<file path="src/rtl/mac_dot_sequencer_if.sv">
// Operand-stream, MAC-drive and result ports of the dot-product sequencer.
// master = sequencer side, slave = environment (source, MAC, consumer).
interface mac_dot_sequencer_if #(
    parameter int DATA_WIDTH = 16
);
    logic                  in_valid;
    logic                  in_ready;
    logic [DATA_WIDTH-1:0] in_m;
    logic [DATA_WIDTH-1:0] in_q;
    logic                  in_last;

    logic                  mac_start;
    logic                  mac_clr_acc;
    logic [DATA_WIDTH-1:0] mac_m;
    logic [DATA_WIDTH-1:0] mac_q;
    logic                  mac_ready;
    logic [39:0]           mac_product;

    logic                  res_valid;
    logic                  res_ready;
    logic [39:0]           res_data;
    logic                  res_sat;
    logic                  busy;

    modport master (
        input  in_valid, in_m, in_q, in_last,
        input  mac_ready, mac_product, res_ready,
        output in_ready, mac_start, mac_clr_acc, mac_m, mac_q,
        output res_valid, res_data, res_sat, busy
    );

    modport slave (
        output in_valid, in_m, in_q, in_last,
        output mac_ready, mac_product, res_ready,
        input  in_ready, mac_start, mac_clr_acc, mac_m, mac_q,
        input  res_valid, res_data, res_sat, busy
    );
endinterface

</file>
<file path="src/rtl/mac_dot_sequencer.sv">
// Streams buffered operand pairs through a single-shot MAC, returns dot products.
// Optional MAC_SEQ_SAT_EN clamps results to signed 32-bit and flags res_sat.
module mac_dot_sequencer #(
    parameter int DATA_WIDTH = 16,
    parameter int DEPTH      = 8
) (
    input logic                clk,
    input logic                rst_n,
    mac_dot_sequencer_if.master bus
);
    localparam int AW = $clog2(DEPTH);

    typedef struct packed {
        logic [DATA_WIDTH-1:0] m;
        logic [DATA_WIDTH-1:0] q;
        logic                  last;
    } pair_t;

    typedef enum logic [2:0] {
        IDLE, CLEAR, ISSUE, WAIT, SETTLE, RESULT
    } state_t;

    state_t state, state_n;

    pair_t          mem [DEPTH];
    logic [AW:0]    wr_ptr, rd_ptr;
    logic           full, empty, push, pop;
    pair_t          head;

    logic [DATA_WIDTH-1:0] mac_m_r, mac_q_r;
    logic           cur_last, in_vector;
    logic [39:0]    res_data_r, cap_data;
    logic           res_sat_r, cap_sat;
    logic           set_vec, clr_vec, capture;

    // Extra pointer bit separates full from empty when indices match
    assign empty = (wr_ptr == rd_ptr);
    assign full  = (wr_ptr[AW] != rd_ptr[AW]) &&
                   (wr_ptr[AW-1:0] == rd_ptr[AW-1:0]);
    assign push  = bus.in_valid && !full;
    assign head  = mem[rd_ptr[AW-1:0]];

    always_ff @(posedge clk) begin
        if (push) begin
            mem[wr_ptr[AW-1:0]] <= '{bus.in_m, bus.in_q, bus.in_last};
        end
    end

    always_ff @(posedge clk) begin
        if (rst_n) begin
            wr_ptr <= '0;
            rd_ptr <= '0;
        end else begin
            if (push) wr_ptr <= wr_ptr + 1'b1;
            if (pop)  rd_ptr <= rd_ptr + 1'b1;
        end
    end

    always_ff @(posedge clk) begin
        if (rst_n) state <= IDLE;
        else       state <= state_n;
    end

    always_comb begin
        state_n = state;
        unique case (state)
            IDLE:   if (!empty) state_n = in_vector ? ISSUE : CLEAR;
            CLEAR:  state_n = ISSUE;
            ISSUE:  state_n = WAIT;
            WAIT: begin
                if (bus.mac_ready) begin
                    if (cur_last)   state_n = SETTLE;
                    else if (empty) state_n = IDLE;
                    else            state_n = ISSUE;
                end
            end
            SETTLE: state_n = RESULT;
            RESULT: if (bus.res_ready) state_n = IDLE;
            default: state_n = IDLE;
        endcase
    end

    always_comb begin
        pop     = 1'b0;
        set_vec = 1'b0;
        clr_vec = 1'b0;
        capture = 1'b0;
        unique case (1'b1)
            (state == IDLE):  pop = !empty && in_vector;
            (state == CLEAR): begin
                pop     = 1'b1;
                set_vec = 1'b1;
            end
            (state == WAIT): begin
                pop     = bus.mac_ready && !cur_last && !empty;
                clr_vec = bus.mac_ready && cur_last;
            end
            (state == SETTLE): capture = 1'b1;
            default: ;
        endcase
    end

`ifdef MAC_SEQ_SAT_EN
    localparam logic signed [39:0] SAT_MAX = 40'sh00_7FFF_FFFF;
    localparam logic signed [39:0] SAT_MIN = 40'shFF_8000_0000;

    always_comb begin
        cap_data = bus.mac_product;
        cap_sat  = 1'b0;
        if ($signed(bus.mac_product) > SAT_MAX) begin
            cap_data = SAT_MAX;
            cap_sat  = 1'b1;
        end else if ($signed(bus.mac_product) < SAT_MIN) begin
            cap_data = SAT_MIN;
            cap_sat  = 1'b1;
        end
    end
`else
    assign cap_data = bus.mac_product;
    assign cap_sat  = 1'b0;
`endif

    always_ff @(posedge clk) begin
        if (rst_n) begin
            mac_m_r    <= '0;
            mac_q_r    <= '0;
            cur_last   <= 1'b0;
            in_vector  <= 1'b0;
            res_data_r <= '0;
            res_sat_r  <= 1'b0;
        end else begin
            if (pop) begin
                mac_m_r  <= head.m;
                mac_q_r  <= head.q;
                cur_last <= head.last;
            end
            if (set_vec)      in_vector <= 1'b1;
            else if (clr_vec) in_vector <= 1'b0;
            if (capture) begin
                res_data_r <= cap_data;
                res_sat_r  <= cap_sat;
            end
        end
    end

    assign bus.in_ready    = !full;
    assign bus.mac_start   = (state == ISSUE);
    assign bus.mac_clr_acc = (state == CLEAR);
    assign bus.mac_m       = mac_m_r;
    assign bus.mac_q       = mac_q_r;
    assign bus.res_valid   = (state == RESULT);
    assign bus.res_data    = res_data_r;
    assign bus.res_sat     = res_sat_r;
    assign bus.busy        = (state != IDLE);
endmodule

</file>
<file path="src/flat_wrapper.sv">
// flat-port wrapper written by rule: the top's interface ports become plain ports
module mac_dot_sequencer_flat 
#(
    parameter int DATA_WIDTH = 16,
    parameter int DEPTH      = 8
)
  (clk, rst_n, bus_in_valid, bus_in_m, bus_in_q, bus_in_last, bus_mac_ready, bus_mac_product, bus_res_ready, bus_in_ready, bus_mac_start, bus_mac_clr_acc, bus_mac_m, bus_mac_q, bus_res_valid, bus_res_data, bus_res_sat, bus_busy);
  mac_dot_sequencer_if #(.DATA_WIDTH(DATA_WIDTH)) bus_i ();
  input logic clk;
  input logic rst_n;
  input wire logic [$bits(bus_i.in_valid)-1:0] bus_in_valid;
  input wire logic [$bits(bus_i.in_m)-1:0] bus_in_m;
  input wire logic [$bits(bus_i.in_q)-1:0] bus_in_q;
  input wire logic [$bits(bus_i.in_last)-1:0] bus_in_last;
  input wire logic [$bits(bus_i.mac_ready)-1:0] bus_mac_ready;
  input wire logic [$bits(bus_i.mac_product)-1:0] bus_mac_product;
  input wire logic [$bits(bus_i.res_ready)-1:0] bus_res_ready;
  output wire logic [$bits(bus_i.in_ready)-1:0] bus_in_ready;
  output wire logic [$bits(bus_i.mac_start)-1:0] bus_mac_start;
  output wire logic [$bits(bus_i.mac_clr_acc)-1:0] bus_mac_clr_acc;
  output wire logic [$bits(bus_i.mac_m)-1:0] bus_mac_m;
  output wire logic [$bits(bus_i.mac_q)-1:0] bus_mac_q;
  output wire logic [$bits(bus_i.res_valid)-1:0] bus_res_valid;
  output wire logic [$bits(bus_i.res_data)-1:0] bus_res_data;
  output wire logic [$bits(bus_i.res_sat)-1:0] bus_res_sat;
  output wire logic [$bits(bus_i.busy)-1:0] bus_busy;
  assign bus_i.in_valid = bus_in_valid;
  assign bus_i.in_m = bus_in_m;
  assign bus_i.in_q = bus_in_q;
  assign bus_i.in_last = bus_in_last;
  assign bus_i.mac_ready = bus_mac_ready;
  assign bus_i.mac_product = bus_mac_product;
  assign bus_i.res_ready = bus_res_ready;
  assign bus_in_ready = bus_i.in_ready;
  assign bus_mac_start = bus_i.mac_start;
  assign bus_mac_clr_acc = bus_i.mac_clr_acc;
  assign bus_mac_m = bus_i.mac_m;
  assign bus_mac_q = bus_i.mac_q;
  assign bus_res_valid = bus_i.res_valid;
  assign bus_res_data = bus_i.res_data;
  assign bus_res_sat = bus_i.res_sat;
  assign bus_busy = bus_i.busy;
  mac_dot_sequencer #(.DATA_WIDTH(DATA_WIDTH), .DEPTH(DEPTH)) u_core (.clk(clk), .rst_n(rst_n), .bus(bus_i));
endmodule
</file>
<file path="config.mk">
export PLATFORM = sky130hd
export DESIGN_NAME = mac_dot_sequencer_flat
export DESIGN_NICKNAME = d
export VERILOG_FILES = /design/src/rtl/mac_dot_sequencer_if.sv /design/src/rtl/mac_dot_sequencer.sv /design/src/flat_wrapper.sv
export SDC_FILE = /design/constraint.sdc
export NUM_CORES = 1
export LEC_CHECK = 0
export CORE_ASPECT_RATIO = 0.6
export CORE_MARGIN = 8
export CORE_UTILIZATION = 40
export DETAILED_ROUTE_END_ITERATION = 8
export SKIP_LAST_GASP = 1
export SYNTH_ARGS = -nofsm -noshare
export SYNTH_HDL_FRONTEND = slang
export SYNTH_SLANG_ARGS = --single-unit
</file>
<file path="constraint.sdc">
create_clock -name clk -period 3.7 [get_ports clk]
set_clock_uncertainty 0.15 [all_clocks]
set_input_delay 0.555 -clock clk [delete_from_list [all_inputs] [get_ports clk]]
set_output_delay 0.555 -clock clk [all_outputs]
set_load 0.02 [all_outputs]
</file>
Word-level counts from Yosys, hierarchy flattened --
Memory sizes are Yosys's and may differ from the RTL's. A register that Yosys moved wholly into a read port is not among the register bits. Cells that the tools add are included.
Storage, ports and cells: register bits after elaboration 52, RAM bits 264, input port bits 78, output and inout port bits 78, word-level logic and storage cells 47, memories kept 1
Memory list:
- u_core.mem | depth 8, bits a word 33, rd ports 1, clocked after memory_dff 1, wr ports 1, line mac_dot_sequencer.sv:25 | pair_t mem [DEPTH];
Cells by class: add/subtract/negate cells 2, eq/ne operators 11, mux-type cells 15, reductions and logical operators 13
Operators with widths (number):
- $pmux 3 s6 | 1
- $mux 3 | 4
- $add 4x1->4 const B | 2
- $mux 1 | 7
- $eq 3x2->1 const B | 2
- $eq 3x3->1 const B | 2
- $logic_and 1x1->1 | 6
- $ne 2x2->1 const B | 3
- $eq 4x4->1 | 1
- $mux 2 | 2
- $eq 3x1->1 const B | 1
- $eq 3x3->1 | 1
- $logic_not 1->1 | 3
- $logic_not 3->1 | 1
- $pmux 1 s3 | 1
- $reduce_and 3->1 | 1
- $reduce_bool 3->1 | 1
- $reduce_bool 2->1 | 1
- $ne 1x1->1 | 1

Logic depth before layout (Yosys ltp) --
depth in word-level cells 6, mapped depth 8, depth with buffers taken out 5

Worst setup path before layout --
No wires, ideal clock.
path kind register to register, from register u_core.rd_ptr[0], to memory u_core.mem[0][0] (netlist bit) (enable), arrival 3.531 ns, path slack -0.446 ns, cell stages (with the launch flop) 6, clock period less this slack 4.146 ns, path through dfxtp_1 > buf_2 > xor2_1 > or4_1 > nand3_1 > nor3_1
On the way: cells in the longest elaborated chain, start to end 6
RTL lines:
- start: declaration | line mac_dot_sequencer.sv:26 | logic [AW:0] wr_ptr, rd_ptr;
- start signal: assignment | line mac_dot_sequencer.sv:55 | if (pop) rd_ptr <= rd_ptr + 1'b1;
- $eq 3x3->1 | line mac_dot_sequencer.sv:39 | (wr_ptr[AW-1:0] == rd_ptr[AW-1:0]);
- $logic_and 1x1->1 | line mac_dot_sequencer.sv:38 | assign full = (wr_ptr[AW] != rd_ptr[AW]) &&
- $logic_not 1->1
- named net bus_in_ready | line flat_wrapper.sv:18 | output wire logic [$bits(bus_i.in_ready)-1:0] bus_in_ready;
- $logic_and 1x1->1 | line mac_dot_sequencer.sv:40 | assign push = bus.in_valid && !full;
- $mux 1 | line mac_dot_sequencer.sv:44 | if (push) begin
- $mux 1 (not written as such) | line mac_dot_sequencer.sv:45 | mem[wr_ptr[AW-1:0]] <= '{bus.in_m, bus.in_q, bus.in_last};
- end: declaration | line mac_dot_sequencer.sv:25
The timed path passes the listed nets, and every way through them passes these cells.

Worst setup path in the final report --
from register u_core.wr_ptr[2], to output port bus_in_ready
On the way: cells in the longest elaborated chain, start to end 3
RTL lines:
- start: declaration | line mac_dot_sequencer.sv:26
- start signal: assignment | line mac_dot_sequencer.sv:54 | if (push) wr_ptr <= wr_ptr + 1'b1;
- $eq 3x3->1 | line mac_dot_sequencer.sv:39
- $logic_and 1x1->1 | line mac_dot_sequencer.sv:38
- $logic_not 1->1 | line mac_dot_sequencer.sv:146 | assign bus.in_ready = !full;
- end: declaration | line flat_wrapper.sv:18
No other way between the ends.

==> load_flow_metrics.sql <==
INSERT INTO impl_metrics (metric_group, metric, value, unit) VALUES
('critical_path', 'worstPathMaxFanout', '7', ''),
('pwr', 'power.static_leakage', '5.22', 'nW'),
('yosys', 'synthAdderAreaFrac', '0.187', '%'),
('detailed_routing', 'first_iter_violations', '568', ''),
('outcome', 'outcome', 'finished clean', ''),
('sta', 'timing.slew.headroom', '31.9', '%'),
('yosys', 'synth.mux.area_fraction', '13.7', '%'),
('sta', 'final_hold_viol_count', '0', ''),
('place', 'place.gp.congestion', '0.716', ''),
('layout', 'nets', '1041', ''),
('clock_tree', 'cts.sink_count', '349', ''),
('layout', 'filler_cell_count', '2765', ''),
('yosys', 'synthXorXnorAreaFrac', '0.505', '%'),
('pwr', 'power.density', '634', 'nW/µm²'),
('global_route', 'grt_pass1_vias', '7629', ''),
('critical_path', 'r2r.worst_path.cells', '5', ''),
('global_route', 'grt_max_degree', '71', ''),
('layout', 'final_core_utilization', '50.4', '%'),
('yosys', 'yosysSeqAreaShare', '71.9', '%'),
('yosys', 'mean_instance_size_in_the_synthesized_netlist', '16.5', 'µm²'),
('die', 'dieArea', '39800', 'µm²'),
('detailed_routing', 'drtPass1Iterations', '5', ''),
('yosys', 'post_synth_and_or_nand_nor_area_fraction', '7.61', '%'),
('job', 'drv_cap', '0', ''),
('detailed_routing', 'ant_nets', '0', ''),
('critical_path', 'setup.worst_path.start_class', 'register', ''),
('detailed_routing', 'via_count', '7357', ''),
('yosys', 'net_count_after_synthesis', '889', ''),
('detailed_routing', 'detail_route.wirelength', '30900', 'µm'),
('critical_path', 'timing.critical_path.arrival', '2480', 'ps'),
('clock_tree', 'postCtsHoldBufs', '0', ''),
('yosys', 'synth.ff_latch_count', '349', ''),
('clock_tree', 'cts_setup_buffers', '0', ''),
('hold_path', 'worst_hold_path.num_cells', '2', ''),
('pwr', 'vdd.ir_drop.worst', '0.000441', 'V'),
('clock_tree', 'h-tree-depth', '2', ''),
('yosys', 'most_frequent_cells_after_synthesis', 'edfxtp_1, dfxtp_1, nand2_1', ''),
('critical_path', 'timing_worst_setup_path_type', 'reg -> out', ''),
('clock_tree', 'ctsResizeCount', '0', ''),
('sta', 'rsz_0062_raised_after_global_routing', 'no', ''),
('die', 'top_level_ports', '156', ''),
('yosys', 'synth_largest_area_cell', 'edfxtp_1', ''),
('yosys', 'netlist_instances', '809', ''),
('critical_path', 'timing.critical_path.required', '2990', 'ps'),
('clock_tree', 'clk_latency', '520', 'ps'),
('sta', 'timing.final.setup_violations', '0', ''),
('global_route', 'grt_overflow', '0', ''),
('yosys', 'synth_most_common_cell', 'edfxtp_1', ''),
('clock_tree', 'clkSlewWorstSetupHoldPaths', '60', 'ps'),
('sta', 'maximum_clock_frequency', '314', 'MHz'),
('yosys', 'synth_area_leaders', 'edfxtp_1, dfxtp_1, mux4_2', ''),
('yosys', 'number_of_enable_type_register_cells_in_the_synthesized_netlist', '264', ''),
('layout', 'post_route_cells_drive_above_1_share', '16.5', '%'),
('sta', 'timing.final.max_slew_violations', '0', ''),
('die', 'dieHeight', '158', 'µm'),
('sta', 'period_share', '86.0', '%'),
('die', 'placeableCoreArea', '33300', 'µm²'),
('place', 'place.port_buffers', '154', ''),
('detailed_routing', 'drt_drc_violations_left', '0', ''),
('yosys', 'mappedNetlistArea', '13400', 'µm²'),
('global_route', 'first_pass_grt_wire_length', '47300', 'µm'),
('hold_path', 'hp-class', 'reg -> reg', ''),
('yosys', 'synth_async_sr_flop_share', '0', '%'),
('sta', 'tns', '0', 'ps'),
('global_route', 'grt_antenna_before_repair', '1', ''),
('clock_tree', 'clockBufferDepth', '3', ''),
('die', 'initial_utilization', '40.2', '%'),
('sta', 'post-route-min-period', '3180', 'ps'),
('sta', 'tightest_slew', '1020', 'ps'),
('detailed_routing', 'route.detailed.wl_per_inst', '21.4', 'µm'),
('yosys', 'synth_top_flop_cell', 'edfxtp_1', '');
[final cells by class]
cell class	instances	area, µm²	share of cell area, %
Multi-Input combinational cell	397	3550	21.1
Tap cell	459	574	3.42
Inverter	4	15.0	0.0894
Timing Repair Buffer	175	1730	10.3
Clock buffer	42	955	5.68
Clock inverter	20	338	2.01
Sequential cell	349	9640	57.4
Antenna cell	1	2.50	0.0149
[power by group]
| part | internal (W) | leakage (nW) | total [W] | switching (W) |
|---|---|---|---|---|
| Combinational | 0.00101 | 1.51 | 0.00212 | 0.00110 |
| Sequential | 0.00443 | 3.09 | 0.00458 | 0.000147 |
| Clock | 0.00248 | 0.623 | 0.00395 | 0.00148 |
[layout by cell type (no fill, tap or decap), drive strengths merged, types with 4 or more instances in the layout]
cell type and instances:
nor3 7, mux2i 35, clkdlybuf4s50 153, clkinv 7, clkbuf 42, nand2 83, o21ai 35, bufinv 9
edfxtp 264, nand2b 38, a21oi 47, nand3 4, dfxtp 85, or4 36, nor2 13, inv 5
mux4 66, buf 22
[critical path, stage by stage (launching register included)]
cell             delay (ps)
dfxtp_1                 580
xor2_2                  180
or4_1                   600
clkdlybuf4s50_1         590
[layer usage]
metal | up-vias | wire length, µm | track usage [%]
li1 | 3430 | - | -
met1 | 3728 | 14800 | 22.3
met2 | 162 | 14300 | 23.8
met3 | 37 | 1260 | 2.84
met4 | 0 | 536 | 3.90
met5 | - | 0 | 0
[state kept, by name (all words and copies together), names as in the netlist]
| signal | cells |
|---|---|
| u_core.bus.mac_m | 16 |
| u_core.mem | 264 |
| u_core.state | 3 |
| u_core.wr_ptr | 4 |
| u_core.rd_ptr | 4 |
| u_core.cur_last | 1 |
| u_core.bus.mac_q | 16 |
| u_core.bus.res_data | 40 |
| u_core.in_vector | 1 |
[logic make-up after synthesis]
group,Yosys count
compound gates,94
xor+xnor,6
fa+ha+maj,2
buf+inv,63
flops,349
mux,101
other cells,1
simple gates,193
[path summary, 6_finish.rpt]
| check | end | from | slack (ps) |
|---|---|---|---|
| hold reg to reg | u_core.bus.res_data[27]$_SDFFE_PP0P_ | u_core.bus.res_data[27]$_SDFFE_PP0P_ | 300 |
| hold / removal | u_core.bus.res_data[27]$_SDFFE_PP0P_ | u_core.bus.res_data[27]$_SDFFE_PP0P_ | 300 |
| setup reg to reg | u_core.mem[2][14]$_DFFE_PP_ | u_core.wr_ptr[2]$_SDFFE_PP0P_ | 870 |
| setup / recovery | bus_in_ready | u_core.wr_ptr[2]$_SDFFE_PP0P_ | 520 |
[stage by stage]
stage	std cells	hold slack (ps)	worst slack, ps	power (W)	area [µm²]
after floorplan	809	317	433	0.00604	13400
after CTS	1446	306	476	0.0108	16800
after global placement	1384	291	925	0.00680	15500
after global routing	1447	320	397	0.0111	16800
final	1447	303	520	0.0107	16800
after detailed placement	1384	297	837	0.00683	15500
Note: power is estimated with default switching activity, not from simulation.
